===== config.mk =====
export PLATFORM = sky130hd
export DESIGN_NAME = read_sequencer
export DESIGN_NICKNAME = d
export VERILOG_FILES = /design/src/rtl/rdseq_pkg.sv /design/src/rtl/read_sequencer.sv
export SDC_FILE = /design/constraint.sdc
export NUM_CORES = 1
export LEC_CHECK = 0
export CAP_MARGIN = 20
export CORE_UTILIZATION = 40
export CTS_CLUSTER_SIZE = 24
export DETAILED_ROUTE_END_ITERATION = 10
export PLACE_DENSITY = 0.73
export SLEW_MARGIN = 25
export SYNTH_ARGS = -nofsm -noshare
export SYNTH_HDL_FRONTEND = slang
export SYNTH_SLANG_ARGS = --single-unit

===== constraint.sdc =====
create_clock -name clk -period 2.13 [get_ports clk]
set_input_delay 0.426 -clock clk [delete_from_list [all_inputs] [get_ports clk]]
set_output_delay 0.426 -clock clk [all_outputs]
set_load 0.005 [all_outputs]

===== src/rtl/rdseq_pkg.sv =====
// rdseq_pkg -- shared definitions for the read sequencer.
//   rdseq_state_t : FSM state encoding (IDLE, READ, HOLD, DONE)
//   DEF_ADDR_W    : default address width of the read interface
//   DEF_DATA_W    : default data width of the read interface
package rdseq_pkg;

  localparam int DEF_ADDR_W = 16;
  localparam int DEF_DATA_W = 16;

  typedef enum logic [1:0] {
    ST_IDLE = 2'd0,
    ST_READ = 2'd1,
    ST_HOLD = 2'd2,
    ST_DONE = 2'd3
  } rdseq_state_t;

endpackage


===== src/rtl/read_sequencer.sv =====
// read_sequencer -- issues a burst of reads to a combinational responder and
// hands each word to a valid/ready consumer, keeping a running checksum.
//
// Ports:
//   clk        rising-edge clock
//   reset      synchronous active-high reset (aborts any burst, no done pulse)
//   start      burst request, only looked at while idle
//   base       first address of the burst (sampled with start)
//   count      words to read, 0..2^ADDR_W (sampled with start)
//   mem_addr   address to the responder, always the current read address
//   mem_data   responder data, valid in the same cycle as mem_addr
//   out_valid  out_data/out_addr hold a captured word
//   out_ready  consumer accepts the word when out_valid && out_ready
//   out_data   captured read data
//   out_addr   address the captured word came from
//   busy       high whenever not idle
//   done       one-cycle pulse when a burst completes
//   sum        checksum of accepted words, modulo 2^DATA_W
module read_sequencer
  import rdseq_pkg::*;
#(
  parameter int ADDR_W = DEF_ADDR_W,
  parameter int DATA_W = DEF_DATA_W
) (
  input  logic              clk,
  input  logic              reset,
  input  logic              start,
  input  logic [ADDR_W-1:0] base,
  input  logic [ADDR_W:0]   count,
  output logic [ADDR_W-1:0] mem_addr,
  input  logic [DATA_W-1:0] mem_data,
  output logic              out_valid,
  input  logic              out_ready,
  output logic [DATA_W-1:0] out_data,
  output logic [ADDR_W-1:0] out_addr,
  output logic              busy,
  output logic              done,
  output logic [DATA_W-1:0] sum
);

  localparam logic [ADDR_W:0]   REM_ONE  = (ADDR_W+1)'(1);
  localparam logic [ADDR_W-1:0] ADDR_INC = ADDR_W'(1);

  rdseq_state_t      r_state;
  logic [ADDR_W-1:0] r_addr;
  // One bit wider than the address so a full 2^ADDR_W burst fits.
  logic [ADDR_W:0]   r_remaining;
  logic              r_out_valid;
  logic [DATA_W-1:0] r_out_data;
  logic [ADDR_W-1:0] r_out_addr;
  logic [DATA_W-1:0] r_sum;
  logic              r_busy;
  logic              r_done;

  // busy and done are registered alongside the state transition so they
  // always match the state being entered.
  always_ff @(posedge clk) begin
    if (reset) begin
      r_state     <= ST_IDLE;
      r_addr      <= '0;
      r_remaining <= '0;
      r_out_valid <= 1'b0;
      r_out_data  <= '0;
      r_out_addr  <= '0;
      r_sum       <= '0;
      r_busy      <= 1'b0;
      r_done      <= 1'b0;
    end else begin
      r_done <= 1'b0;
      case (r_state)
        ST_IDLE: begin
          if (start) begin
            r_sum  <= '0;
            r_busy <= 1'b1;
            if (count != '0) begin
              r_addr      <= base;
              r_remaining <= count;
              r_state     <= ST_READ;
            end else begin
              r_done  <= 1'b1;
              r_state <= ST_DONE;
            end
          end
        end
        ST_READ: begin
          // Responder is combinational: capture its answer this cycle.
          r_out_data  <= mem_data;
          r_out_addr  <= r_addr;
          r_out_valid <= 1'b1;
          r_state     <= ST_HOLD;
        end
        ST_HOLD: begin
          if (out_ready) begin
            r_out_valid <= 1'b0;
            r_sum       <= r_sum + r_out_data;
            if (r_remaining == REM_ONE) begin
              r_done  <= 1'b1;
              r_state <= ST_DONE;
            end else begin
              r_addr      <= r_addr + ADDR_INC;
              r_remaining <= r_remaining - REM_ONE;
              r_state     <= ST_READ;
            end
          end
        end
        ST_DONE: begin
          r_busy  <= 1'b0;
          r_state <= ST_IDLE;
        end
        default: begin
          r_busy  <= 1'b0;
          r_state <= ST_IDLE;
        end
      endcase
    end
  end

  assign mem_addr  = r_addr;
  assign out_valid = r_out_valid;
  assign out_data  = r_out_data;
  assign out_addr  = r_out_addr;
  assign busy      = r_busy;
  assign done      = r_done;
  assign sum       = r_sum;

endmodule

-- Word-level counts from Yosys, hierarchy flattened
Cells that the tools add are included.
- add/sub/neg operators: 3
- equal/unequal tests: 8
- multiplexer cells: 27
- reductions and logical operators: 10
- operator list (cell ; number):
    16-bit two-way mux ; 6
    17-bit two-way mux ; 4
    16-bit one-hot mux with 2 select lines ; 2
    17-bit one-hot mux with 2 select lines ; 1
    17-bit by 1-bit == test with 1-bit output, second input constant ; 1
    17-bit nonzero test ; 1
    17-bit by 1-bit subtractor with 17-bit output, second input constant ; 1
    16-bit by 1-bit adder with 16-bit output, second input constant ; 1
    16-bit adder ; 1
    2-bit two-way mux ; 4
    2-bit != test, second input constant ; 4
    2-bit one-hot mux with 4 select lines ; 1
    1-bit two-way mux ; 6
    1-bit one-hot mux with 2 select lines ; 3
    2-bit AND reduction ; 3
    2-bit nonzero test ; 3
    5-bit AND reduction ; 1
    2-bit == test, second input constant ; 2
    3-bit AND reduction ; 1
    2-bit by 1-bit == test with 1-bit output, second input constant ; 1
    2-bit logical NOT ; 1
- bits of input ports: 53
- logic and storage cells: 57
- output and inout bits: 67
- flip-flop bits (word level): 86

-- Logic depth before layout (Yosys ltp)
Gate-level depths: netlist of run 1.
- depth in word-level cells: 4
- mapped depth: 10
- gate-level depth less buffers: 10

-- Worst setup path after synthesis of run 1
OpenSTA, ideal clock, no wires.
- path kind: register to register
- start: reg r_out_data[0], in the netlist out_data[0]
- end: reg r_sum[12], in the netlist sum[12]
- clock period less this slack: 2200 ps
- arrival time: 2084 ps
- buffers on the path: 0
- slack: -70 ps
- cell stages (with the launch flop): 11
- required time: 2013 ps
- path through: dfxtp_1 ha_1 inv_1 fa_1 nand2b_1 a21oi_1 o21ai_0 a21oi_1 a221oi_1 xnor2_1 a22o_1
- longest elaborated chain between the ends: 3
- ends and longest elaborated chain (item ; line ; RTL):
    start: declaration ; read_sequencer.sv:49 ; logic [DATA_W-1:0] r_out_data;
    start signal: assignment ; read_sequencer.sv:87 ; r_out_data <= mem_data;
    16-bit adder ; read_sequencer.sv:95 ; r_sum <= r_sum + r_out_data;
    16-bit two-way mux ; read_sequencer.sv:93 ; if (out_ready) begin
    16-bit one-hot mux with 2 select lines ; read_sequencer.sv:70 ; case (r_state)
    end signal: assignment ; read_sequencer.sv:95 ;
    end: declaration ; read_sequencer.sv:51 ; logic [DATA_W-1:0] r_sum;
No other way between the ends. The select of a mux whose other input is x is not followed.
A chain may end at the register's enable or synchronous reset.

-- Worst setup path after layout of run 1
- start: reg r_remaining[6]
- end: reg r_remaining[14]
- longest elaborated chain between the ends: 4
- ends and longest elaborated chain (item ; line ; RTL):
    start: declaration ; read_sequencer.sv:47 ; logic [ADDR_W:0] r_remaining;
    start signal: assignment ; read_sequencer.sv:77 ; r_remaining <= count;
    start signal: assignment ; read_sequencer.sv:101 ; r_remaining <= r_remaining - REM_ONE;
    17-bit by 1-bit subtractor with 17-bit output ; read_sequencer.sv:101 ;
    17-bit two-way mux ; read_sequencer.sv:96 ; if (r_remaining == REM_ONE) begin
    17-bit two-way mux ; read_sequencer.sv:93 ;
    17-bit one-hot mux with 2 select lines ; read_sequencer.sv:70 ;
Several ways; a longest one is shown, not always the timed one. The select of a mux whose other input is x is not followed.

==> summary.txt, run 1 <==
Synth Area per Inst: 7.47 um^2
Placed cell area: 6240 um^2
Post-synth ARST share: 0
Worst skew pair latency: 0.35 ns
Max Slew Vio Count: 0
# clock sinks: 86
Filler Cell Count: 983
Critical-path cell list: or4_4, or2_4, buf_4, nor2_4, nand2_2, o21ai_0, a211o_1, o31ai_1
Final Setup Violations: 0
Vias in the first global route: 4,691
Worst EP required: 2.36 ns
Area occupied by multi-input gates: 2820 um^2
Hold WC Path Type: register to register
Clk_skew: 0.00532 ns
Outcome: finished, final reports clean
Final TNS setup: 0 ns
Yosys reg bits: 86
Peak VDD IR: 0.000349 V
Root Buffer: clkbuf_16
Crit share post-route: 0.977
TritonCTS clock tree: built
Fin nets: 828
Total GRT Usage: 0.237
Max Freq: 481 MHz
Rows: 38
Crit-path slowest cell: or4_4
Total global routing overflow: 0
Crit path max fanout: 3
Largest area contributor in the netlist: dfxtp_1
Post-layout instance area: 6650 um^2
Post-synthesis sequential area ratio: 0.372
Hold_buf cts: 0
Crit path kind: register to register
Net Count, Synth: 691
Total Wirelength: 13,700 um
Share of post-route cells with drive strength above 1: 0.131
Port bufs: 119
Initial Util: 0.419
I/O pin total: 120
Biggest cell delay along the critical path: 0.53 ns
Remaining antenna violation count: 0
Final critical-path required period: 2.08 ns
Die Height: 110 um
Pre-antenna DRT Iters: 5
Worst-path clk slew: 0.07 ns
Ys flop type: dfxtp_1
Synth Warn #: 0
Final hold viol count: 0
Post-Synthesis Cells: 619
Total die area: 12,000 um^2
Iter 0 DRT Violations: 327
Post-synth EDFFs: 0
Total power divided by cell area: 636 nW/um^2
Depth of the CTS H-tree: 3
Hold WS: 0.454 ns
Diode count: 0
Via count of the routed design: 4,962
CORE AREA: 11,000 um^2
Max Cap Violations: 0
Setup crit start kind: register
Leak: 0.00255 uW
Placer Congestion: 0.905
Measured slew at the worst slew-check pin: 0.536 ns
Vias/cell: 5.51
Detailed placement HPWL: 9870 um
Synth cell types: 49
Critical Path AT: 2.31 ns
Synth cell count leaders: 135 x nand2_1, 86 x dfxtp_1, 82 x a21oi_1
Die X: 110 um
Share of the synthesized area in the top cell type: 0.372
Area contributors post-synth: dfxtp_1 37%, nand2_1 11%, a21oi_1 8.9%, ha_1 4.9%, o21ai_0 3.9%
Reg area: 1720 um^2
Fin util: 0.603
Post-route DRC: 0
Rel. slew slack: 0.643
Largest net degree at the start of global routing: 68
CTS buffer count: 9
CP Capture Type: register
Area growth, synth to finish: 43.8%
RSZ-0062 raised after global routing: yes
Drt wl/cell: 15.2 um
First-pass GRT wire length: 22,300 um
Synthesized cell area: 4620 um^2
CTS Buffer Depth: 2
Initial antenna violation count: 0
Count leader, synth: nand2_1
## critical path: cells and delay by family, from the launching register on
family | cells | cell delay [ns]
AOI/OAI and AO/OA | 3 | 0.52
DFF | 1 | 0.32
buffers and inverters | 1 | 0.15
and+or+nand+nor | 4 | 0.99
## power by group
part | total (uW) | internal, uW | switching, uW
sequential | 1780 | 1690 | 88.1
combinational | 848 | 418 | 430
clock | 1600 | 913 | 687
total | 4230 | 3020 | 1210
## cell families after synthesis
family / after synthesis / synth area share
XOR/XNOR: 14 / 0.0265
adder cells (fa/ha/maj): 19 / 0.0530
buffers and inverters: 50 / 0.0490
flip-flops: 86 / 0.372
multiplexers: 1 / 0.00216
AO/OA/AOI/OAI: 194 / 0.251
AND/OR/NAND/NOR: 255 / 0.246
## routing by layer
layer	vias up	track usage	wire [um]
li1	2454	-	-
met1	2284	0.301	5910
met2	193	0.394	6530
met3	31	0.0373	855
met4	0	0.108	359
met5	-	0	0
## timing repair
item,CTS,global route
setup endpoints to repair,5,13
gates cloned,0,0
buffers inserted,0,0
resized for setup,6,22
pin swaps,1,13
## sequential cells by signal, summed over array words and instances (netlist names), 2 cells and up
| name | flops |
|---|---|
| out_data | 16 |
| out_addr | 16 |
| r_remaining | 17 |
| mem_addr | 16 |
| sum | 16 |
| r_state | 2 |
## through the flow
| step | total power, uW | worst slack [ns] | cells |
|---|---|---|---|
| CTS | 4230 | 0.00139 | 901 |
| global route | 4400 | -0.0494 | 901 |
| finish | 4230 | 0.0493 | 901 |
| floorplan | 2230 | 0.00566 | 619 |
| detailed placement | 2630 | -0.284 | 885 |
| global placement | 2610 | -0.202 | 885 |
## placed cells by master, fill, tap and decap left out, types with 5 or more instances in the layout
cell type	instances
xor2_1	5
ha_1	16
xnor2_1	8
and2_1	6
o21ai_1	7
nor4_1	7
a21o_1	5
a22oi_1	7
a31oi_1	10
a22o_1	9
inv_1	10
nor3_1	11
buf_4	40
a311oi_1	5
dfxtp_1	84
nor2_1	45
o21ai_0	33
clkbuf_16	9
nand3_1	13
clkdlybuf4s50_1	118
o31ai_1	9
nand2_1	134
a21oi_1	80
## area by class of cell
type | instances | area share
multi-input combinational | 483 | 0.424
sequential | 86 | 0.259
timing repair buffer | 165 | 0.239
clock buffer | 9 | 0.0339
tap | 140 | 0.0263
clock inverter | 7 | 0.0109
inverter | 11 | 0.00621
## path summary, 6_finish.rpt
check | from | slack, ns | endpoint | cells after the start
worst min-delay path | out_addr[12]$_SDFFE_PP0P_ | 0.45 | out_addr[12]$_SDFFE_PP0P_ | 2
worst min register to register | out_addr[12]$_SDFFE_PP0P_ | 0.45 | out_addr[12]$_SDFFE_PP0P_ | 2
worst max-delay path | r_remaining[6]$_SDFFE_PP0P_ | 0.05 | r_remaining[14]$_SDFFE_PP0P_ | 8
worst max register to register | r_remaining[6]$_SDFFE_PP0P_ | 0.05 | r_remaining[14]$_SDFFE_PP0P_ | 8
Power figures use the tool's default switching activity.
==> inputs of run 2 (changes only) <==
Settings changed: CORE_ASPECT_RATIO set to 0.5, CTS_BUF_LIST set to sky130_fd_sc_hd__clkbuf_16, HOLD_SLACK_MARGIN set to 0.15.
==> summary.txt, run 2 (synthesis results as in run 1) <==
Die X: 154 um
Rel. slew slack: 0.463
Port bufs: 119
First-pass GRT wire length: 21,700 um
Most frequent standard cell in the layout excluding fill and tap cells: nand2_1
Die Height: 78.0 um
Worst skew pair latency: 0.34 ns
Via count of the routed design: 4,958
Crit path depth: 9
Measured slew at the worst slew-check pin: 0.804 ns
Placer Congestion: 0.889
Top reg by flops: r_remaining
Cell mode on critical path: buf_6
Depth of the CTS H-tree: 3
Outcome: finished, final reports clean
Worst EP required: 2.34 ns
Pre-antenna DRT Iters: 5
Max Freq: 472 MHz
Total Wirelength: 13,900 um
CORE AREA: 11,100 um^2
Setup crit start kind: register
Final TNS setup: 0 ns
Peak VDD IR: 0.000374 V
# clock sinks: 86
Initial Util: 0.416
Post-route DRC: 0
Area growth, synth to finish: 49.5%
Power, Total: 4210 uW
Filler Cell Count: 960
Delay-heaviest family, CP: simple AND/OR/NAND/NOR gates
Reg2reg setup slack: 0.01 ns
Share of post-route cells with drive strength above 1: 0.174
Diode count: 0
Worst-path clk slew: 0.06 ns
Max Cap Violations: 0
Drt wl/cell: 15.0 um
Largest net degree at the start of global routing: 65
Root Buffer: clkbuf_16
Hold WC Path Type: input pin to register
Post-layout instance area: 6910 um^2
Most frequent cells in the layout: 127 x nand2_1, 106 x clkdlybuf4s50_1, 80 x dfxtp_1, 78 x a21oi_1, 52 x buf_4
WHS Path Cells: 2
Final critical-path required period: 2.12 ns
Hold_buf cts: 0
Final hold viol count: 0
Fin nets: 845
Total power divided by cell area: 610 nW/um^2
Rows: 27
Detailed placement HPWL: 9660 um
Crit path kind: register to register
Initial antenna violation count: 0
Critical-path cell list: or4_4, or2_4, nor3_4, buf_6, a211oi_4, buf_6, clkbuf_16, nand2_2, a21oi_1
CTS Buffer Depth: 2
TritonCTS clock tree: built
Biggest cell delay along the critical path: 0.53 ns
Area occupied by multi-input gates: 2900 um^2
Crit path max fanout: 6
I/O pin total: 120
Critical Path AT: 2.33 ns
CTS buffer count: 9
CP Capture Type: register
Vias/cell: 5.38
Final Setup Violations: 0
Iter 0 DRT Violations: 332
RSZ-0062 raised after global routing: yes
Remaining antenna violation count: 0
Placed cell area: 6320 um^2
Leak: 0.00275 uW
R2R cell count: 9
Total GRT Usage: 0.223
Crit-path slowest cell: or4_4
Crit share post-route: 0.995
Reg area: 1730 um^2
Total die area: 12,000 um^2
Max reg flops: 17
Max Slew Vio Count: 0
Vias in the first global route: 4,531
Crit path buffers/inverters: 3
Total global routing overflow: 0
Clk_skew: 0.00824 ns
[run 2: report_power, final]
| group | switching, uW | total [uW] | internal [uW] |
|---|---|---|---|
| Combinational | 460 | 922 | 462 |
| Clock | 629 | 1520 | 888 |
| Sequential | 83.1 | 1780 | 1690 |
[run 2: final timing paths]
check / endpoint / start
min: sum[0]$_SDFFE_PP0P_ / reset
max: r_remaining[4]$_SDFFE_PP0P_ / r_remaining[6]$_SDFFE_PP0P_
max reg2reg: r_remaining[4]$_SDFFE_PP0P_ / r_remaining[6]$_SDFFE_PP0P_
min reg2reg: out_addr[14]$_SDFFE_PP0P_ / out_addr[14]$_SDFFE_PP0P_
[run 2: what timing repair did]
item	CTS	global route
pin swaps	2	15
cloned	0	4
resized for setup	3	67
setup endpoints to repair	9	33
buffers inserted	0	2
[run 2: metrics by stage]
step                setup slack, ns  cells  hold WS (ns)  utilization
CTS                         0.00150    916         0.407        0.595
global placement             -0.141    901         0.443        0.568
global route                -0.0762    922         0.410        0.622
finish                       0.0106    922         0.408        0.622
detailed placement           -0.191    901         0.447        0.568
floorplan                   0.00566    619         0.450            -
[run 2: final cells by class]
| type | count | area share |
|---|---|---|
| Inverter | 11 | 0.00597 |
| Clock buffer | 9 | 0.0326 |
| Tap cell | 145 | 0.0262 |
| Timing Repair Buffer | 182 | 0.258 |
| Clock inverter | 6 | 0.00778 |
| Multi-Input combinational cell | 483 | 0.419 |
| Sequential cell | 86 | 0.250 |
[run 2: layer usage]
layer | wire, um | global-route usage | share of wire
met1 | 6620 | 0.301 | 0.48
met2 | 6390 | 0.368 | 0.46
met3 | 636 | 0.0403 | 0.046
met4 | 204 | 0.0580 | 0.015
met5 | 0 | 0 | 0
